--- src/rtl/fetch_unit.sv ---
// fetch_unit: PC owner feeding a 2-entry fetch queue with redirect flush and fault halt
module fetch_unit #(
  parameter int N = 32,
  parameter logic [N-1:0] RESET_PC = '0,
  parameter int INST_NUM = 50
) (
  input  logic         clk,
  input  logic         rst,
  output logic [N-1:0] inst_adr,
  input  logic [N-1:0] inst_data,
  input  logic         redirect_valid,
  input  logic [N-1:0] redirect_pc,
  output logic         out_valid,
  input  logic         out_ready,
  output logic [N-1:0] out_inst,
  output logic [N-1:0] out_pc,
  output logic [N-1:0] out_pc_plus4,
  output logic         misalign_err,
  output logic         range_halt
);
  localparam logic [N-1:0] LIMIT = N'(INST_NUM * 4);
  logic [N-1:0] pc, pc_plus4;
  logic [N-1:0] q_inst [2];
  logic [N-1:0] q_pc [2];
  logic         rd_ptr, wr_ptr, pop, push;
  logic [1:0]   count;
  always_comb begin
    pc_plus4     = pc + N'(4);
    inst_adr     = pc;
    out_valid    = count != 2'd0;
    out_inst     = out_valid ? q_inst[rd_ptr] : '0;
    out_pc       = out_valid ? q_pc[rd_ptr] : '0;
    out_pc_plus4 = out_valid ? q_pc[rd_ptr] + N'(4) : '0;
    pop          = out_valid && out_ready;
    push         = !misalign_err && !range_halt && (count < 2'd2 || pop) && !redirect_valid;
  end
  // Queue storage needs no reset: the head is masked whenever count is zero.
  always_ff @(posedge clk) begin
    if (push) begin
      q_inst[wr_ptr] <= inst_data;
      q_pc[wr_ptr]   <= pc;
    end
  end
  always_ff @(posedge clk or posedge rst) begin
    if (rst) begin
      pc           <= RESET_PC;
      count        <= 2'd0;
      rd_ptr       <= 1'b0;
      wr_ptr       <= 1'b0;
      misalign_err <= 1'b0;
      range_halt   <= RESET_PC >= LIMIT;
    end else if (redirect_valid) begin
      pc           <= redirect_pc;
      count        <= 2'd0;
      rd_ptr       <= 1'b0;
      wr_ptr       <= 1'b0;
      misalign_err <= redirect_pc[1:0] != 2'b00;
      range_halt   <= redirect_pc >= LIMIT;
    end else begin
      if (push) begin
        pc     <= pc_plus4;
        wr_ptr <= ~wr_ptr;
        if (pc_plus4 >= LIMIT) range_halt <= 1'b1;
      end
      if (pop) rd_ptr <= ~rd_ptr;
      count <= count + {1'b0, push} - {1'b0, pop};
    end
  end
endmodule

--- config.mk ---
export PLATFORM = sky130hd
export DESIGN_NAME = fetch_unit
export DESIGN_NICKNAME = d
export VERILOG_FILES = /design/src/rtl/fetch_unit.sv
export SDC_FILE = /design/constraint.sdc
export NUM_CORES = 1
export LEC_CHECK = 0
export ABC_AREA = 0
export ABC_CLOCK_PERIOD_IN_PS = 13960
export BUFFER_PORTS_ARGS = -buffer_cell sky130_fd_sc_hd__clkbuf_2
export CORE_MARGIN = 3
export CORE_UTILIZATION = 45
export CTS_BUF_LIST = sky130_fd_sc_hd__clkbuf_4 sky130_fd_sc_hd__clkbuf_8
export DETAILED_ROUTE_END_ITERATION = 10
export PLACE_DENSITY = 0.75
export SLEW_MARGIN = 25
export SYNTH_ARGS = -nofsm -noshare
export SYNTH_HDL_FRONTEND = slang
export SYNTH_SLANG_ARGS = --single-unit
--- constraint.sdc ---
create_clock -name clk -period 13.96 [get_ports clk]
set_input_delay 0.698 -clock clk [delete_from_list [all_inputs] [get_ports clk]]
set_output_delay 0.698 -clock clk [all_outputs]
set_load 0.1 [all_outputs]
==> flow_summary_export.csv, run 1 <==
group,metric,value,unit
run_status,status,"finished clean",
power,p_total,1.57,mW
place,routabilityCongestion,0.838,
synthesis,ys_ff_latch,166,
synthesis,yosysUniqueCellTypes,64,
layout,post-route-cell-area,9800,um^2
synthesis,yosys_warnings,0,
setup_path,startpoint_type,"flip-flop",
clock_network,root_buffer,"clkbuf_8",
synthesis,seq_area_frac_synth,57.9,%
setup_path,cp.arrival,4.23,ns
global_route,grt_pass1_vias,5910,
clock_network,cts-buffers-inserted,17,
die,dieHeight,142,um
timing,finalMaxSlewViolations,0,
layout,drive_above_1_share,29.1,%
timing,finalClockSkew,0.0117,ns
power,power_density,160,nW/um^2
power,vdd_drop_max,0.0000967,V
timing,final.setup.tns,0,ns
timing,fin_crit,4.92,ns
die,initial_core_util,46.9,%
timing,fmax,0.203,GHz
route,wire_per_inst,17.2,um
layout,syn_to_final_growth,18.4,%
synthesis,synth_fp_nets,791,
route,via_count,6022,
global_route,overflow,0,
global_route,grt_pass1_wl,30900,um
synthesis,async_reset_ff_share,22.9,%
timing,period_share,35.3,%
die,rows,48,
route,drt_wl_total,19500,um
route,drtAntennaViolNets,0,
timing,final_hold_viol_count,0,
place,dpl.cell_count,1104,
global_route,grt_usage,19.4,%
clock_network,htree_levels,4,
layout,antenna_cells,0,
layout,finalNonFillerCells,1136,
layout,fillCellCount,1515,
route,drt_iter0_drc,428,
route,dr.pass1.iters,5,
synthesis,avgSynthCellArea,11.5,um^2
timing,rsz0062_at_grt,"no",
layout,nets,971,
synthesis,syn_inst,718,
die,core_area,17700,um^2
die,pin_count,199,
route,drc,0,
global_route,grt_max_degree,95,
timing,setup-violations-final,0,
die,fp.dieArea,20100,um^2
setup_path,worst-setup-path-type,"reg2out",
place,placed_area,9400,um^2
clock_network,clkLatencyLatePin,0.44,ns
place,io_buffers,198,
synthesis,synth_area,8280,um^2
clock_network,clock_tree.buffer_depth,2,
global_route,antenna_found_initial,0,
power,power_leakage,3.68,nW
job,maxCapViolations,0,
timing,slew_headroom,38.8,%
clock_network,postCtsResizedCells,0,
clock_network,post_cts_buffers,0,
synthesis,synth_edf_count,128,
clock_network,cts_hold_buf,0,
setup_path,crit_required,13.26,ns
die,dieWidth,142,um
setup_path,worst_setup_path_end_kind,"output pin",
clock_network,clkTransAtPathRegs,0.10,ns
timing,tightest_slew,0.918,ns
place,dp_hpwl,13900,um
setup_path,crit_fanout,55,
route,vias_per_cell,5.30,
worst_hold_path,hold_class,"in2async",
clock_network,cts_tree,"done",
clock_network,numClockSinks,166,
synthesis,synthFlopType,"edfxtp_1",
==> report_power, final <==
group / switching [mW] / internal [mW]
Sequential: 0.0329 / 0.544
Combinational: 0.546 / 0.0989
Clock: 0.183 / 0.163
Total: 0.762 / 0.806
==> synthesized netlist by cell type, drive strengths merged, types with 15 or more instances <==
cell type	instances	area [um^2]
clkbuf	25	95.1
nand3	23	150
buf	20	135
dfrtp	38	951
mux2i	62	624
xnor2	35	307
nand2	56	213
nor2	125	472
edfxtp	128	3840
o21ai	34	170
xor2	34	298
nand4	15	93.8
==> logic make-up (layout without fill, tap and decap cells) <==
kind of cell / count (synthesis) / in the layout / share of synthesized area [%]
AOI/OAI and AO/OA: 77 / 77 / 6.27
xor gates and xnor gates: 69 / 69 / 7.30
adders and majority gates: 5 / 5 / 0.756
buffers and inverters: 54 / 247 / 3.19
DFF: 166 / 166 / 57.9
muxes: 66 / 66 / 8.09
and+or+nand+nor: 281 / 281 / 16.5
==> cell usage in the layout, fill, tap and decap left out, drive strengths merged, types with 4 or more instances in the layout <==
master / n
a211o: 4
a211oi: 7
a21oi: 12
and2: 5
and3: 6
and4: 4
buf: 8
clkbuf: 215
clkinv: 4
clkinvlp: 4
dfrtp: 38
edfxtp: 128
ha: 5
inv: 14
mux2: 4
mux2i: 62
nand2: 56
nand3: 23
nand3b: 9
nand4: 15
nor2: 125
nor2b: 7
nor3: 14
nor4: 7
o21ai: 34
xnor2: 35
xor2: 34
==> routing by layer <==
layer | track usage [%] | share of wire [%]
met1 | 27.0 | 45
met2 | 31.6 | 47
met3 | 3.74 | 6.5
met4 | 4.60 | 1.0
met5 | 0 | 0
==> metrics by stage <==
stage / hold slack (ns) / setup WS, ns / util, %
after floorplan: 0.524 / 7.79 / -
after CTS: 0.334 / 8.97 / 55.5
after global placement: 0.515 / 9.51 / 53.2
final: 0.340 / 9.04 / 55.5
after detailed placement: 0.521 / 9.47 / 53.2
after global routing: 0.380 / 8.70 / 55.5
==> worst max-delay path, stage by stage (launching register included) <==
cell and delay [ns]:
dfrtp_4 0.75, buf_4 0.73, mux2i_2 0.22, inv_1 0.10
ha_1 0.17, a21boi_1 0.36, and3_1 0.38, nand3_2 0.15
nor3_2 0.22, xor2_1 0.09, nor2_1 0.10, clkbuf_2 0.47
==> sequential cells by signal, summed over array words and instances (netlist names) <==
name and flops:
wr_ptr 1, misalign_err 1, range_halt 1, count 2
inst_adr 32, q_pc 64, rd_ptr 1, q_inst 64
==> path summary, 6_finish.rpt <==
| path | startpoint | end | slack [ns] | cells past startpoint |
|---|---|---|---|---|
| max in group asynchronous | rst | rd_ptr$_DFFE_PP0P_ | 13.22 | 3 |
| setup / recovery | rd_ptr$_DFFE_PP0P_ | out_pc_plus4[26] | 9.04 | 11 |
| hold reg to reg | inst_adr[1]$_DFFE_PP0P_ | q_pc[1][1]$_DFFE_PP_ | 0.55 | 0 |
| setup reg to reg | inst_adr[3]$_DFFE_PP0P_ | range_halt$_DFFE_PP0P_ | 11.25 | 8 |
| hold / removal | rst | inst_adr[20]$_DFFE_PP0P_ | 0.34 | 3 |
| min in group clk | inst_data[23] | q_inst[1][23]$_DFFE_PP_ | 0.44 | 1 |
==> area by class of cell <==
| type | count | area, um^2 | share of cell area [%] |
|---|---|---|---|
| timing repair buffer | 206 | 1050 | 10.7 |
| sequential | 166 | 4800 | 49.0 |
| clock buffer | 17 | 234 | 2.39 |
| inverter | 9 | 33.8 | 0.345 |
| multi-input combinational | 498 | 3230 | 33.0 |
| clock inverter | 15 | 169 | 1.72 |
| tap | 225 | 282 | 2.87 |
Power figures use the tool's default switching activity.
==> run 2: changes to the inputs <==
Settings changed: ABC_AREA 0 to 1, ABC_CLOCK_PERIOD_IN_PS 13960 to 4900.
Clock period 13.96 ns to 4.9 ns, I/O delays scaled along.
==> run 2 against run 1 <==
  * Final area up 7.0%
  * Total power grew to 3.0 times the previous value
  * Combinational power grew to 3.1 times the previous value
  * Global-route usage rose by 2.3 points
  * Worst hold slack got worse by 0.32 ns
  * Synthesized cell count grew 30%
==> flow_summary_export.csv, run 2 <==
group,metric,value,unit
global_route,grt_max_degree,79,
layout,final_cell_mix,"nand2_1, clkbuf_2, edfxtp_1",
synthesis,yosys.cell_count.top_type,"nand2_1",
die,dieHeight,143,um
synthesis,yosys_warnings,0,
die,dieWidth,143,um
setup_path,cp.arrival,3.74,ns
timing,rsz0062_at_grt,"no",
synthesis,synth_top_area_share,45.4,%
timing,final_hold_viol_count,0,
synthesis,syn_inst,932,
setup_path,worst_setup_path_end_kind,"output pin",
synthesis,synth_fp_nets,1005,
setup_path,worst-setup-path-type,"reg2out",
place,place_ws,1.40,ns
timing,period_share,81.4,%
layout,fillCellCount,1561,
clock_network,numClockSinks,166,
die,fp.dieArea,20500,um^2
route,drt_wl_total,22300,um
setup_path,worstReg2RegStart,"inst_adr[2]$_DFFE_PP0P_",
global_route,grt_pass1_wl,34800,um
place,routabilityCongestion,0.915,
power,power_density,451,nW/um^2
layout,post-route-cell-area,10500,um^2
route,vias_per_cell,5.19,
setup_path,r2r.worst_path.cells,14,
layout,layout_commonest_cell,"nand2_1",
power,p_total,4.73,mW
timing,finalClockSkew,0.0111,ns
die,rows,49,
job,maxCapViolations,0,
place,io_buffers,198,
route,dr.pass1.iters,5,
synthesis,yosysUniqueCellTypes,46,
synthesis,synth_commonest_cells,"nand2_1, edfxtp_1, nor2_1",
setup_path,startpoint_type,"flip-flop",
layout,finalCoreUtilization,57.6,%
timing,slew_headroom,38.5,%
layout,finalNonFillerCells,1403,
power,netSwitchingPower,2.32,mW
worst_hold_path,worst_hold_path.num_cells,3,
timing,fin_crit,3.99,ns
die,pin_count,199,
synthesis,synthFlopType,"edfxtp_1",
timing,whs,0.0239,ns
synthesis,synth_top_area_cell,"edfxtp_1",
power,vdd_drop_max,0.000206,V
route,drtAntennaViolNets,0,
timing,final.setup.tns,0,ns
synthesis,synth_edf_count,128,
clock_network,root_buffer,"clkbuf_8",
power,switching_share,49.0,%
synthesis,ys_top_cells_by_area,"edfxtp_1, nand2_1, dfrtp_1",
place,dpl.cell_count,1335,
route,drc,0,
synthesis,seq_area_frac_synth,56.6,%
power,p_int,2.41,mW
clock_network,clock_tree.buffer_depth,2,
clock_network,htree_levels,4,
global_route,antenna_found_initial,1,
route,via_count,7279,
layout,drive_above_1_share,25.1,%
global_route,grt_pass1_vias,6823,
worst_hold_path,whs_endpoint,"inst_adr[12]$_DFFE_PP0P_",
setup_path,crit_required,4.66,ns
timing,finalMaxSlewViolations,0,
route,wire_per_inst,15.9,um
layout,nets,1233,
layout,syn_to_final_growth,23.9,%
clock_network,clkLatencyLatePin,0.46,ns
worst_hold_path,hold_class,"in2reg",
power,power_leakage,4.49,nW
global_route,overflow,0,
clock_network,cts-buffers-inserted,17,
synthesis,synth_area,8470,um^2
power,comb_power_share,42.3,%
worst_hold_path,worstHoldStart,"redirect_pc[12]",
place,dp_hpwl,15700,um
place,placed_area,9690,um^2
timing,setup_slack,0.913,ns
synthesis,ys_ff_latch,166,
power,p_seq_share,34.6,%
setup_path,r2r_setup_slack,2.41,ns
run_status,status,"finished clean",
power,power.share.clock,23.1,%
die,initial_core_util,46.5,%
synthesis,async_reset_ff_share,22.9,%
clock_network,cts_tree,"done",
timing,tightest_slew,0.922,ns
timing,fmax,0.251,GHz
timing,setup-violations-final,0,
route,drt_iter0_drc,622,
clock_network,clkTransAtPathRegs,0.09,ns
clock_network,postCtsResizedCells,0,
die,core_area,18200,um^2
synthesis,avgSynthCellArea,9.09,um^2
global_route,grt_usage,21.7,%
setup_path,crit_fanout,46,
setup_path,regToRegEndpoint,"range_halt$_DFFE_PP0P_",
-- run 2: cell types whose count changed after synthesis, moves of 10 or more --
| cell | before | now |
|---|---|---|
| o221ai_1 | 0 | 11 |
| mux2i_1 | 61 | 3 |
| xnor2_1 | 35 | 5 |
| nand2_1 | 55 | 298 |
| xor2_1 | 34 | 12 |
| o21ai_0 | 33 | 14 |
| nor2_1 | 124 | 114 |
| nand3_1 | 19 | 34 |
| inv_1 | 9 | 67 |
| o211ai_1 | 1 | 11 |
| a21oi_1 | 12 | 51 |
| buf_2 | 12 | 0 |
-- run 2: routing by layer --
| metal | routed length [um] | vias up | track usage (%) |
|---|---|---|---|
| met5 | 0 | - | 0 |
| met4 | 626 | 0 | 8.75 |
| met3 | 1980 | 44 | 4.19 |
| met2 | 10100 | 341 | 33.3 |
| met1 | 9610 | 3325 | 30.5 |
| li1 | - | 3569 | - |
-- run 2: cells by family (layout without fill, tap and decap cells) --
family	Yosys count	after routing	share of synthesized area (%)
AND/OR/NAND/NOR	526	526	27.3
flip-flops	166	166	56.6
AO/OA/AOI/OAI	110	110	7.96
buffers and inverters	105	346	5.27
XOR/XNOR	17	17	1.76
adder cells (fa/ha/maj)	5	5	0.739
multiplexers	3	3	0.355
other	0	1	0
-- run 2: power groups by stage --
stage	Clock, mW	Sequential, mW	Combinational [mW]
global route	1.17	1.64	2.09
global placement	0	1.66	1.97
detailed placement	0	1.67	1.98
floorplan	0	1.80	1.52
finish	1.09	1.64	2.00
CTS	1.11	1.63	2.01
-- run 2: worst max-delay path by stage --
stage                      startpoint                      to  slack [ns]  depth (start not counted)
3_3_place_gp       rd_ptr$_DFFE_PP0P_        out_pc_plus4[30]        1.42                         11
5_1_grt            rd_ptr$_DFFE_PP0P_        out_pc_plus4[28]        0.63                         15
6_report           rd_ptr$_DFFE_PP0P_        out_pc_plus4[17]        0.91                         10
2_1_floorplan  range_halt$_DFFE_PP0P_  q_inst[0][0]$_DFFE_PP_        0.04                          6
4_1_cts            rd_ptr$_DFFE_PP0P_        out_pc_plus4[30]        0.88                         11
3_5_place_dp       rd_ptr$_DFFE_PP0P_        out_pc_plus4[30]        1.40                         11
-- run 2: timing repair --
| action | in CTS | in global routing |
|---|---|---|
| setup buffers | 0 | 0 |
| hold endpoints to repair | 104 | 0 |
| hold buffers | 35 | 0 |
-- run 2: layout make-up --
class	count	area [um^2]	area share (%)
diodes	1	2.50	0.0239
clock buffers	17	234	2.23
clock inverters	15	219	2.09
inverters	73	274	2.61
multi-input cells	661	3250	31.0
flip-flops and latches	166	4800	45.7
well taps	229	287	2.73
repair buffers	241	1430	13.6
-- run 2: worst max-delay path, stage by stage (launching register included) --
cell      delay (ns)
dfrtp_2         0.98
buf_4           0.44
o21ai_1         0.22
inv_1           0.13
nand3_2         0.11
nor2_4          0.16
nand3_2         0.14
nor2_1          0.25
a21oi_1         0.11
nor3_1          0.21
clkbuf_2        0.51
